--- src/rtl/trace_fifo_framer.sv ---
// -----------------------------------------------------------------------------
// trace_fifo_framer
//
// Pops 32-bit words from the read side of the trace width-converting FIFO and
// frames every four words (one 128-bit trace record) into a byte stream:
//   SYNC_BYTE, 16 data bytes (each word little-endian), XOR of the 16 data bytes
// The byte stream uses a valid/ready handshake toward the host link transmitter.
//
// Ports
//   clk         in   single clock, shared with the FIFO read side
//   rst_n       in   asynchronous active-low reset
//   en          in   permits starting a new frame (looked at only in IDLE)
//   fifo_empty  in   FIFO empty flag
//   fifo_data   in   FIFO read data, valid the cycle after a fifo_rd pulse
//   fifo_rd     out  FIFO read strobe, one-cycle pulse per word
//   tx_data     out  byte to the transmitter
//   tx_valid    out  tx_data is valid
//   tx_ready    in   transmitter accepts the byte this cycle
//   busy        out  high whenever the framer is not in IDLE
//   rec_cnt     out  count of completed frames, wraps modulo 2^CNT_W
// -----------------------------------------------------------------------------
module trace_fifo_framer #(
    parameter logic [7:0]  SYNC_BYTE = 8'hA5,
    parameter int unsigned CNT_W     = 16
) (
    input  logic             clk,
    input  logic             rst_n,
    input  logic             en,
    input  logic             fifo_empty,
    input  logic [31:0]      fifo_data,
    output logic             fifo_rd,
    output logic [7:0]       tx_data,
    output logic             tx_valid,
    input  logic             tx_ready,
    output logic             busy,
    output logic [CNT_W-1:0] rec_cnt
);

    typedef enum logic [2:0] {
        S_IDLE,
        S_SYNC,
        S_FETCH,
        S_WAIT,
        S_BYTE,
        S_CSUM
    } state_t;

    state_t             r_state;
    state_t             w_state_nxt;
    logic [7:0]         r_csum;
    logic [31:0]        r_word;
    logic [1:0]         r_w_idx;
    logic [1:0]         r_b_idx;
    logic [CNT_W-1:0]   r_rec_cnt;
    logic [7:0]         w_byte;
    logic               w_hs;

    assign w_hs    = tx_valid && tx_ready;
    assign busy    = (r_state != S_IDLE);
    assign rec_cnt = r_rec_cnt;

    // Little-endian byte select of the captured word.
    always_comb begin
        w_byte = r_word[7:0];
        case (r_b_idx)
            2'd0: w_byte = r_word[7:0];
            2'd1: w_byte = r_word[15:8];
            2'd2: w_byte = r_word[23:16];
            2'd3: w_byte = r_word[31:24];
            default: w_byte = r_word[7:0];
        endcase
    end

    // Next-state and handshake outputs. Indices only move on a handshake, so
    // tx_data stays put for as long as the transmitter holds tx_ready low.
    always_comb begin
        // NOTE: every output gets a default before the case so no latch is inferred.
        w_state_nxt = r_state;
        fifo_rd     = 1'b0;
        tx_valid    = 1'b0;
        tx_data     = 8'h00;
        case (r_state)
            S_IDLE: begin
                if (en && !fifo_empty) w_state_nxt = S_SYNC;
            end
            S_SYNC: begin
                tx_valid = 1'b1;
                tx_data  = SYNC_BYTE;
                if (tx_ready) w_state_nxt = S_FETCH;
            end
            S_FETCH: begin
                // An empty FIFO mid-frame just stalls here without popping.
                fifo_rd = !fifo_empty;
                if (!fifo_empty) w_state_nxt = S_WAIT;
            end
            S_WAIT: begin
                w_state_nxt = S_BYTE;
            end
            S_BYTE: begin
                tx_valid = 1'b1;
                tx_data  = w_byte;
                if (tx_ready && (r_b_idx == 2'd3))
                    w_state_nxt = (r_w_idx == 2'd3) ? S_CSUM : S_FETCH;
            end
            S_CSUM: begin
                tx_valid = 1'b1;
                tx_data  = r_csum;
                if (tx_ready) w_state_nxt = S_IDLE;
            end
            default: begin
                w_state_nxt = S_IDLE;
            end
        endcase
    end

    // NOTE: sequential state uses non-blocking assignments so every register
    // samples the pre-edge values regardless of process ordering.
    always_ff @(posedge clk or negedge rst_n) begin
        if (!rst_n) begin
            // NOTE: the word buffer is a plain register (not an array), so it is
            // reset along with the rest of the datapath at no extra cost.
            r_state   <= S_IDLE;
            r_csum    <= 8'h00;
            r_word    <= 32'h0;
            r_w_idx   <= 2'd0;
            r_b_idx   <= 2'd0;
            r_rec_cnt <= '0;
        end else begin
            r_state <= w_state_nxt;
            case (r_state)
                S_IDLE: begin
                    r_csum  <= 8'h00;
                    r_w_idx <= 2'd0;
                    r_b_idx <= 2'd0;
                end
                S_WAIT: begin
                    // FIFO read latency is one cycle: data from the FETCH pop is here now.
                    r_word  <= fifo_data;
                    r_b_idx <= 2'd0;
                end
                S_BYTE: begin
                    if (w_hs) begin
                        r_csum <= r_csum ^ w_byte;
                        if (r_b_idx != 2'd3)
                            r_b_idx <= r_b_idx + 2'd1;
                        else if (r_w_idx != 2'd3)
                            r_w_idx <= r_w_idx + 2'd1;
                    end
                end
                S_CSUM: begin
                    if (w_hs) r_rec_cnt <= r_rec_cnt + CNT_W'(1);
                end
                default: begin
                end
            endcase
        end
    end

endmodule

--- config.mk ---
export PLATFORM = sky130hd
export DESIGN_NAME = trace_fifo_framer
export DESIGN_NICKNAME = d
export VERILOG_FILES = /design/src/rtl/trace_fifo_framer.sv
export SDC_FILE = /design/constraint.sdc
export NUM_CORES = 1
export LEC_CHECK = 0
export BUFFER_PORTS_ARGS = -buffer_cell sky130_fd_sc_hd__buf_2
export CAP_MARGIN = 20
export CORE_MARGIN = 2
export CORE_UTILIZATION = 55
export DETAILED_ROUTE_END_ITERATION = 8
export PLACE_DENSITY = 0.79
export SYNTH_ARGS = -nofsm -noshare
export SYNTH_HDL_FRONTEND = slang
export SYNTH_SLANG_ARGS = --single-unit
--- constraint.sdc ---
create_clock -name clk -period 2.4 [get_ports clk]
set_input_delay 0 -clock clk [delete_from_list [all_inputs] [get_ports clk]]
set_output_delay 0 -clock clk [all_outputs]
set_load 0.02 [all_outputs]
==> flow_summary.json <==
{
  "clockBufferDepth": 2,
  "critPathArrivalTime_ns": 2.26,
  "synthArstFlopShare": 1.00,
  "worst_slew_pin_slew_ns": 0.720,
  "whs_ns": 0.0430,
  "finalWirelength_mm": 7.24,
  "post_drt_wl_per_cell_um": 15.7,
  "antennaDiodeCount": 0,
  "min_period_ns": 2.26,
  "fin_ws_ns": 0.135,
  "cts_buffers": 9,
  "synthMostInstantiatedCell": "dfrtp_1",
  "grt_pass1_vias": 2595,
  "synth_area_per_cell_um2": 11.3,
  "chipHeight_um": 79.7,
  "synth_cells": 280,
  "grt_max_degree": 35,
  "grt_usage": 0.241,
  "htree_levels": 3,
  "drv_slew": 0,
  "finalSetupTns_ns": 0,
  "yosysUniqueCellTypes": 43,
  "area_delta_synth_final_pct": 30.6,
  "maxSlewHeadroom": 0.518,
  "synth.area.top_cells": "dfrtp_1 (50%), mux2_2 (11%), nor2b_1 (3.0%)",
  "ys_warn_count": 0,
  "synth.net_count": 323,
  "end_kind": "primary output",
  "ant_nets": 0,
  "synth_area_um2": 3150,
  "worstPathMaxFanout": 8,
  "fillers": 388,
  "drtIter0Drc": 296,
  "outcome": "finished clean",
  "first_pass_iters": 5,
  "dp_hpwl_mm": 4.70,
  "cts_tree": "done",
  "worst_hold_path_type": "in -> reg",
  "globalplace.congestion": 0.803,
  "worstSkewPairLatency_ns": 0.33,
  "path_clk_slew_ns": 0.07,
  "grt-ovfl-total": 0,
  "die_area_um2": 6350,
  "drc": 0,
  "synth_top_cell_by_area": "dfrtp_1",
  "routed_via_density": 5.59,
  "port_buffers": 63,
  "synthTopCellsByCount": "dfrtp_1 (63), mux2_2 (32), nand2_1 (18)",
  "peakVddDrop_uv": 603,
  "fin_area_um2": 4120,
  "r2r_start": "r_state[0]$_DFFE_PN0P_",
  "critPathRequiredTime_ns": 2.40,
  "worstPathCellList": "inv_1 -> ha_1 -> a222oi_1 -> nor2b_1 -> or3_1 -> a21oi_1 -> buf_2",
  "dr_total_vias": 2573,
  "synth_edf_count": 0,
  "start_util": 0.573,
  "rsz0062_at_grt": "no",
  "critical_path.endpoint": "tx_data[6]",
  "postCtsSetupBuffers": 0,
  "seq_area_frac_synth": 0.500,
  "setup_viol": 0,
  "antenna_found_initial": 0,
  "cts_sinks": 63,
  "drive_gt1_frac": 0.330,
  "path_class": "reg -> out",
  "power_leakage_uw": 0.00193,
  "grt_pass1_wl_mm": 11.7,
  "cp_slowest_stage_delay_ns": 0.42,
  "dpl_cell_area_um2": 3540,
  "post-route-period-util": 0.944,
  "powerDensity_nw_per_um2": 1070,
  "ys_ff_latch": 63,
  "cts_root_buf": "clkbuf_8",
  "crit_start": "r_b_idx[1]$_DFFE_PN0P_",
  "timing.rr.end": "r_state[0]$_DFFE_PN0P_",
  "max_freq_ghz": 0.442,
  "die_w_um": 79.7,
  "fin_nets": 426,
  "rrSetupSlack_ns": 0.42,
  "finalHoldViolCount": 0,
  "ys.flop_type": "dfrtp_1",
  "rows": 27,
  "startpoint_type": "flop",
  "synth_top_area_frac": 0.500,
  "pre_cts_ws_ns": 0.357,
  "io_pins": 64,
  "crit_slowest_cell": "dfrtp_1",
  "drv_cap": 0,
  "reg2reg_depth": 4,
  "finClkSkew_ns": 0.00821,
  "design.core.area_um2": 5510
}
[sequential cells by signal, indices dropped and copies added (netlist names)]
register  cells
r_word       32
r_w_idx       2
rec_cnt      16
r_b_idx       2
r_state       3
r_csum        8
[power by group]
group / internal [uW] / total, uW / switching [uW]
sequential: 1430 / 1690 / 258
clock: 567 / 992 / 425
combinational: 810 / 1700 / 895
total: 2810 / 4390 / 1580
[worst max-delay path: cells and delay by family (launching register included)]
kind,cells,cell delay [ns]
AOI/OAI and AO/OA,2,0.32
buffers and inverters,2,0.31
adders and majority gates,1,0.35
and+or+nand+nor,2,0.54
DFF,1,0.42
[metal layers]
metal | up-vias | routed length [um] | track usage
met5 | - | 0 | 0
met4 | 0 | 90 | 0.0845
met3 | 9 | 343 | 0.0498
met2 | 77 | 3800 | 0.424
met1 | 1261 | 3000 | 0.292
li1 | 1226 | - | -
[layout by cell type, fill, tap and decap left out, types with 2 or more instances in the layout]
cell type / n
nor2_1: 13
dfrtp_1: 63
o31ai_1: 10
nor3_1: 2
buf_4: 7
and3_1: 2
clkbuf_8: 12
buf_2: 63
or3_1: 9
nand4_1: 3
o22ai_1: 2
nand3_1: 5
nand2b_1: 3
o21ai_0: 8
xnor2_1: 9
nor3_2: 2
ha_1: 3
ha_2: 3
xor2_1: 6
a222oi_1: 8
and2b_1: 3
dlygate4sd3_1: 35
a21oi_1: 16
nor4_2: 2
or4_1: 8
mux2_2: 32
nor2b_1: 15
nand2_1: 18
inv_1: 7
[metrics by stage]
step | util | std cells | power (uW)
finish | 0.748 | 460 | 4390
global route | 0.748 | 460 | 4660
detailed placement | 0.643 | 409 | 3340
CTS | 0.747 | 460 | 4370
floorplan | - | 280 | 2870
global placement | 0.643 | 409 | 3260
[layout make-up]
type                    count  area (um^2)  share of cell area
flip-flops and latches     63         1580               0.383
multi-input cells         196         1470               0.357
repair buffers            106          738               0.179
clock buffers              12          165              0.0401
well taps                  72         90.1              0.0219
clock inverters             4         51.3              0.0125
inverters                   7         26.3             0.00638
[cell families after synthesis]
kind of cell	share of synthesized area
adders and majority gates	0.0238
AOI/OAI and AO/OA	0.105
DFF	0.500
and+or+nand+nor	0.176
muxes	0.117
xor gates and xnor gates	0.0417
buffers and inverters	0.0361
[what timing repair did]
action	in CTS	in global routing
hold buffers	35	0
endpoints found under the setup margin	1	5
resized for setup	1	2
endpoints found under the hold margin	62	0
[worst min-delay path by stage]
stage / from / endpoint / slack, ns / depth (start not counted)
final: tx_ready / rec_cnt[0]$_DFFE_PN0P_ / 0.04 / 3
after global placement: rst_n / r_w_idx[0]$_DFFE_PN0P_ / 0.09 / 1
after floorplan: rst_n / r_b_idx[0]$_DFFE_PN0P_ / -0.30 / 0
after detailed placement: rst_n / r_w_idx[0]$_DFFE_PN0P_ / 0.09 / 1
after global routing: tx_ready / rec_cnt[0]$_DFFE_PN0P_ / 0.07 / 3
after CTS: tx_ready / rec_cnt[0]$_DFFE_PN0P_ / 0.04 / 3
(Power assumes the default switching activity.)
